**src/rtl/ones_pkg.sv**
```systemverilog
// Shared constants and state encoding for the weighted-frame transmitter.
package ones_pkg;

    localparam int WIDTH = 127;
    localparam int CNT_W = 7;

    function automatic int idx_bits(input int w);
        return (w > 1) ? $clog2(w) : 1;
    endfunction

    localparam int IDX_W = idx_bits(WIDTH);

    typedef enum logic [1:0] {
        IDLE,
        SEND,
        DONE
    } state_t;

endpackage

```
**src/rtl/ones_bit_sel.sv**
```systemverilog
// Per-beat bit selection: thermometer by default, Bresenham spread when
// ONES_STREAM_SPREAD_EN is defined.
module ones_bit_sel #(
    parameter int WIDTH = 127,
    parameter int CNT_W = 7,
    parameter int IDX_W = 7
) (
`ifdef ONES_STREAM_SPREAD_EN
    input  logic [CNT_W:0]   acc,
    output logic [CNT_W:0]   acc_next,
`else
    input  logic [IDX_W-1:0] idx,
`endif
    input  logic [CNT_W-1:0] cnt,
    output logic             m_bit
);

`ifdef ONES_STREAM_SPREAD_EN
    localparam logic [CNT_W:0] W_ACC = (CNT_W + 1)'(WIDTH);

    logic [CNT_W:0] sum;

    // acc stays below WIDTH, so acc+cnt never overflows CNT_W+1 bits
    always_comb begin
        sum      = acc + {1'b0, cnt};
        m_bit    = (sum >= W_ACC);
        acc_next = m_bit ? (sum - W_ACC) : sum;
    end
`else
    always_comb begin
        m_bit = (32'(idx) < 32'(cnt));
    end
`endif

endmodule

```
**src/rtl/ones_stream_gen.sv**
```systemverilog
// Serialises a WIDTH-bit frame holding s_count ones, one bit per beat.
// ONES_STREAM_SPREAD_EN selects evenly spread ones instead of a thermometer.
module ones_stream_gen #(
    parameter int WIDTH = ones_pkg::WIDTH,
    parameter int CNT_W = ones_pkg::CNT_W
) (
    input  logic             clk,
    input  logic             rst_n,
    input  logic             s_valid,
    output logic             s_ready,
    input  logic [CNT_W-1:0] s_count,
    output logic             m_valid,
    input  logic             m_ready,
    output logic             m_bit,
    output logic             m_last,
    output logic [WIDTH-1:0] word_out,
    output logic             word_valid,
    output logic             cnt_err
);

    import ones_pkg::*;

    localparam int               IW   = idx_bits(WIDTH);
    localparam logic [IW-1:0]    LAST = IW'(WIDTH - 1);
    localparam logic [CNT_W-1:0] CMAX = CNT_W'(WIDTH);

    state_t           state;
    state_t           state_nx;
    logic [IW-1:0]    idx;
    logic [CNT_W-1:0] cnt;
    logic             bit_sel;
    logic             accept;
    logic             beat;
    logic             over;
    logic             at_last;

    assign accept  = s_valid && s_ready;
    assign beat    = m_valid && m_ready;
    assign over    = (32'(s_count) > WIDTH);
    assign at_last = (idx == LAST);

`ifdef ONES_STREAM_SPREAD_EN
    logic [CNT_W:0] acc;
    logic [CNT_W:0] acc_next;

    ones_bit_sel #(
        .WIDTH (WIDTH),
        .CNT_W (CNT_W),
        .IDX_W (IW)
    ) u_bit_sel (
        .acc      (acc),
        .acc_next (acc_next),
        .cnt      (cnt),
        .m_bit    (bit_sel)
    );

    always_ff @(posedge clk or negedge rst_n) begin
        if (!rst_n) begin
            acc <= '0;
        end else if (accept) begin
            acc <= '0;
        end else if (beat) begin
            acc <= acc_next;
        end
    end
`else
    ones_bit_sel #(
        .WIDTH (WIDTH),
        .CNT_W (CNT_W),
        .IDX_W (IW)
    ) u_bit_sel (
        .idx   (idx),
        .cnt   (cnt),
        .m_bit (bit_sel)
    );
`endif

    always_ff @(posedge clk or negedge rst_n) begin
        if (!rst_n) begin
            state <= IDLE;
        end else begin
            state <= state_nx;
        end
    end

    always_comb begin
        state_nx   = state;
        s_ready    = 1'b0;
        m_valid    = 1'b0;
        word_valid = 1'b0;
        unique case (state)
            IDLE: begin
                s_ready = 1'b1;
                if (s_valid) state_nx = SEND;
            end
            SEND: begin
                m_valid = 1'b1;
                if (m_ready && at_last) state_nx = DONE;
            end
            DONE: begin
                word_valid = 1'b1;
                state_nx   = IDLE;
            end
            default: state_nx = IDLE;
        endcase
    end

    // Serial outputs depend only on registered state, so stalls keep them stable
    assign m_bit  = m_valid && bit_sel;
    assign m_last = m_valid && at_last;

    always_ff @(posedge clk or negedge rst_n) begin
        if (!rst_n) begin
            idx      <= '0;
            cnt      <= '0;
            word_out <= '0;
            cnt_err  <= 1'b0;
        end else begin
            cnt_err <= 1'b0;
            if (accept) begin
                cnt      <= over ? CMAX : s_count;
                cnt_err  <= over;
                idx      <= '0;
                word_out <= '0;
            end else if (beat) begin
                word_out[idx] <= bit_sel;
                if (!at_last) idx <= idx + 1'b1;
            end
        end
    end

endmodule

```
**config.mk**
```make
export PLATFORM = sky130hd
export DESIGN_NAME = ones_stream_gen
export DESIGN_NICKNAME = d
export VERILOG_FILES = /design/src/rtl/ones_pkg.sv /design/src/rtl/ones_bit_sel.sv /design/src/rtl/ones_stream_gen.sv
export SDC_FILE = /design/constraint.sdc
export NUM_CORES = 1
export LEC_CHECK = 0
export ABC_AREA = 1
export CAP_MARGIN = 10
export CORE_UTILIZATION = 53
export DETAILED_ROUTE_END_ITERATION = 10
export GPL_TIMING_DRIVEN = 0
export PLACE_DENSITY = 0.81
export RECOVER_POWER = 50
export SETUP_SLACK_MARGIN = 0.4
export SYNTH_ARGS = -nofsm -noshare
export SYNTH_HDL_FRONTEND = slang
export SYNTH_HIERARCHICAL = 1
export SYNTH_SLANG_ARGS = --single-unit
export TNS_END_PERCENT = 30
```
**constraint.sdc**
```tcl
create_clock -name clk -period 2.76 [get_ports clk]
set_input_delay 0.69 -clock clk [delete_from_list [all_inputs] [get_ports clk]]
set_output_delay 0.69 -clock clk [all_outputs]
set_load 0.05 [all_outputs]
```
==> impl_summary.log <==
[metrics] result of the run: complete, no violations
[metrics] actual transition at the worst max-transition pin: between 1000 and 1500 ps
[metrics] worst-case hold slack: 167 ps
[metrics] highest ir drop seen on vdd: around 0.84 mV
[metrics] CP Data Arrival Time: around 1900 ps
[metrics] post-synth top area cell: sky130_fd_sc_hd__dfrtp_1
[metrics] RSZ-0062 raised after global routing: true
[metrics] clock skew after layout: 5.33 ps
[metrics] net count after synthesis: about 1200
[metrics] worst reg-to-reg setup slack: approximately 350 ps
[metrics] path class of the lowest-slack min-delay path: in -> async
[metrics] Static Leak: 5.81 nW
[metrics] most numerous cell in the Yosys netlist: sky130_fd_sc_hd__nand2_1
[metrics] post-route ant nets: 0
[metrics] number of clock sinks: between 100 and 150
[metrics] DP Area: ~9400 um2
[metrics] worst rel slew slack: roughly 11%
[metrics] max-slew violations: 0
[metrics] reported max-cap violation count: 0
[metrics] Die Height: 122 um
[metrics] most common flop cell mapped by yosys: sky130_fd_sc_hd__dfrtp_1
[metrics] Worst Setup End Kind: primary output
[metrics] final worst path period share: slightly above 90%
[metrics] clock-pin transition on the worst setup and hold timing paths: 60 ps
[metrics] Final min period: ~2500 ps
[metrics] cell area after technology mapping: ~7700 um2
[metrics] Die X-Extent: roughly 120 um
[metrics] via count of the first global-routing pass: roughly 7000
[metrics] yosys warns: 6
[metrics] aggregate routed wire length: between 20000 and 25000 um
[metrics] area of the die: between 10000 and 15000 um2
[metrics] overflow left after global routing: 0
[metrics] Setup Viol. Count Final: 0
[metrics] routed wirelength normalized by instance count: 14.8 um
[metrics] number of diodes: 0
[metrics] latest clock arrival within the worst-skew pair: between 400 and 500 ps
[metrics] non-filler instance count after layout: 1494
[metrics] maximum fanout along the worst path: 2
[metrics] xor and xnor area share after synthesis: less than 1%
[metrics] number of H-tree levels: 4
[metrics] area fraction in and, or, nand and nor cells after synthesis: 34.1%
[metrics] initial cell density of the core: a little over half
[metrics] CP Data Required Time: a little over 2000 ps
[metrics] EDFF count, synth: 0
[metrics] multi-input logic area: approximately 3400 um2
[metrics] final estimated routing congestion in global placement: 0.816
[metrics] WS Path Type: reg -> out
[metrics] Cell variety after synth: 22
[metrics] hold-fix buffers at CTS: 0
[metrics] combinational family with the most area after synthesis: simple AND/OR/NAND/NOR gates
[metrics] share of synthesized flip-flops with an asynchronous set or reset: between 90% and 100%
[metrics] total clock buffers created by CTS: 17
[metrics] register area share after synthesis: between 40% and 50%
[metrics] proportion of layout cells with a drive suffix above 1: under 10%
[metrics] drt first pass iters: 6
[metrics] nets: ~1300
[metrics] total of flip-flops plus latches after synthesis: 143
[metrics] Avg Inst Size Synth: just under 7 um2
[metrics] global-route wire length before repair: ~35000 um
[metrics] port bufs: around 140
[metrics] adder and majority cell fraction of the synthesized area: approximately 1.3%
[metrics] area share of the largest cell type after synthesis: 46.6%
[metrics] overall fraction of global-route tracks in use: 30.7%
[metrics] final hold violations: 0
[metrics] fraction of the mapped netlist area in compound gates: under 10%
[metrics] highest clock frequency the design can meet: 393 MHz
[metrics] Setup crit start kind: flop
[metrics] storage element area: 3580 um2
[metrics] total power of the final layout: ~0.0074 W
[metrics] final design area excluding fillers: 10100 um2
[metrics] post-synthesis mux area share: 0%
[metrics] Boundary Pins: approximately 140
[metrics] total power density per cell area: 729 nW/um2
[metrics] clock tree from TritonCTS: done
[metrics] Max clock buf depth: 2
[metrics] area inside the core boundary: between 10000 and 15000 um2
[metrics] Util after Layout: between 70% and 80%
[metrics] area growth from synthesis to layout: 32.1%
[metrics] Cell Count Post-Placement: between 1000 and 1500
[metrics] HPWL after DPL: approximately 14000 um
[metrics] CTS Root Buffer Type: sky130_fd_sc_hd__clkbuf_16
[metrics] maximum number of pins on one net before global-route repair: 100
[metrics] antenna violations before repair: 0
[metrics] via count of the routed design: 7637
[metrics] DRC violations left: 0
[metrics] routed vias/inst: slightly above 5
[metrics] count of routing violations after the opening detailed-route iteration: a little over 800
[metrics] top cells by instance count after synthesis: 470 x sky130_fd_sc_hd__nand2_1, 154 x sky130_fd_sc_hd__inv_1, 143 x sky130_fd_sc_hd__dfrtp_1
[metrics] synthesized instance count: about 1100
[metrics] site row count: 43
[metrics] Synth area leaders: sky130_fd_sc_hd__dfrtp_1 47%, sky130_fd_sc_hd__nand2_1 23%, sky130_fd_sc_hd__inv_1 7.5%
[metrics] count of fill cells added during filler insertion: 1120
==> timing repair <==
action / CTS / global route
resized for setup: 32 / 25
pin swaps: 6 / 11
setup buffers: 4 / 4
cloned: 0 / 0
endpoints found under the setup margin: 65 / 40
==> critical path, cell delays in order (launching register included) <==
cell,delay (ps)
sky130_fd_sc_hd__dfrtp_2,430
sky130_fd_sc_hd__ha_4,240
sky130_fd_sc_hd__nand2_1,70
sky130_fd_sc_hd__nand2_1,80
sky130_fd_sc_hd__nand2_2,80
sky130_fd_sc_hd__nand2_2,60
sky130_fd_sc_hd__a21oi_4,150
sky130_fd_sc_hd__inv_2,60
sky130_fd_sc_hd__nor2_4,80
sky130_fd_sc_hd__buf_6,160
==> layout make-up <==
class                   instances  area share (%)
multi-input cells             778            33.1
clock buffers                  23            4.81
inverters                     155            5.76
clock inverters                 9            1.52
plain buffers                  55            2.48
flip-flops and latches        143            35.3
well taps                     180            2.22
repair buffers                151            14.7
==> cell usage in the layout, fill, tap and decap left out, types with 2 or more instances in the layout <==
| cell | instances |
|---|---|
| sky130_fd_sc_hd__a21oi_2 | 2 |
| sky130_fd_sc_hd__a21oi_4 | 2 |
| sky130_fd_sc_hd__buf_1 | 2 |
| sky130_fd_sc_hd__buf_2 | 21 |
| sky130_fd_sc_hd__buf_4 | 10 |
| sky130_fd_sc_hd__buf_6 | 4 |
| sky130_fd_sc_hd__bufinv_16 | 4 |
| sky130_fd_sc_hd__clkbuf_1 | 29 |
| sky130_fd_sc_hd__clkbuf_16 | 17 |
| sky130_fd_sc_hd__clkbuf_2 | 3 |
| sky130_fd_sc_hd__clkbuf_8 | 4 |
| sky130_fd_sc_hd__clkdlybuf4s50_1 | 134 |
| sky130_fd_sc_hd__clkinv_2 | 2 |
| sky130_fd_sc_hd__clkinvlp_4 | 2 |
| sky130_fd_sc_hd__dfrtp_1 | 138 |
| sky130_fd_sc_hd__dfrtp_2 | 5 |
| sky130_fd_sc_hd__dlygate4sd2_1 | 2 |
| sky130_fd_sc_hd__ha_1 | 4 |
| sky130_fd_sc_hd__ha_4 | 4 |
| sky130_fd_sc_hd__inv_1 | 147 |
| sky130_fd_sc_hd__inv_2 | 6 |
| sky130_fd_sc_hd__nand2_1 | 465 |
| sky130_fd_sc_hd__nand2_2 | 6 |
| sky130_fd_sc_hd__nand3_1 | 38 |
| sky130_fd_sc_hd__nand4_1 | 17 |
| sky130_fd_sc_hd__nor2_1 | 125 |
| sky130_fd_sc_hd__nor2_2 | 6 |
| sky130_fd_sc_hd__nor2_4 | 3 |
| sky130_fd_sc_hd__o21ai_0 | 87 |
| sky130_fd_sc_hd__o21ai_1 | 15 |
==> flip-flops by register name (all words and copies together) (netlist names) <==
| signal | count |
|---|---|
| idx | 7 |
| word_out | 127 |
| state | 2 |
| cnt | 7 |
==> kinds of logic (layout without fill, tap and decap cells) <==
| group | count (synthesis) | count (layout) |
|---|---|---|
| other cells | 1 | 1 |
| compound gates | 107 | 107 |
| buf+inv | 210 | 393 |
| simple gates | 661 | 661 |
| flops | 143 | 143 |
| fa+ha+maj | 8 | 8 |
| xor+xnor | 1 | 1 |
==> final timing paths <==
kind,from,end,depth (start not counted)
worst max-delay path,idx[4]$_DFFE_PN0P_,m_bit,9
worst min-delay path,rst_n,word_out[122]$_DFFE_PN0P_,1
worst max register to register,idx[4]$_DFFE_PN0P_,word_out[124]$_DFFE_PN0P_,13
worst min register to register,cnt[1]$_DFFE_PN0P_,cnt[1]$_DFFE_PN0P_,2
max in group asynchronous,rst_n,idx[6]$_DFFE_PN0P_,2
min in group clk,cnt[1]$_DFFE_PN0P_,cnt[1]$_DFFE_PN0P_,2
==> routing by layer <==
metal  GRT usage (%)  vias up  share of wire [%]
li1                -     3755                  -
met1            41.1     3518                 42
met2            48.9      324                 48
met3            6.69       40                7.4
met4            11.1        0                2.1
met5               0        -                  0
==> metrics by stage <==
stage          TNS, ps  setup slack, ps
2_1_floorplan        0              464
3_3_place_gp   -669690            -4690
3_5_place_dp      -290             -290
4_1_cts              0              186
5_1_grt              0              125
6_report             0              214
==> power by group <==
group / leakage (nW) / total (W) / internal [W] / switching [W]
registers: 1.96 / 0.00241 / 0.00228 / 0.000136
logic: 3.54 / 0.00249 / 0.000699 / 0.00179
clock network: 0.310 / 0.00250 / 0.00161 / 0.000888
Note: power is estimated with default switching activity, not from simulation.
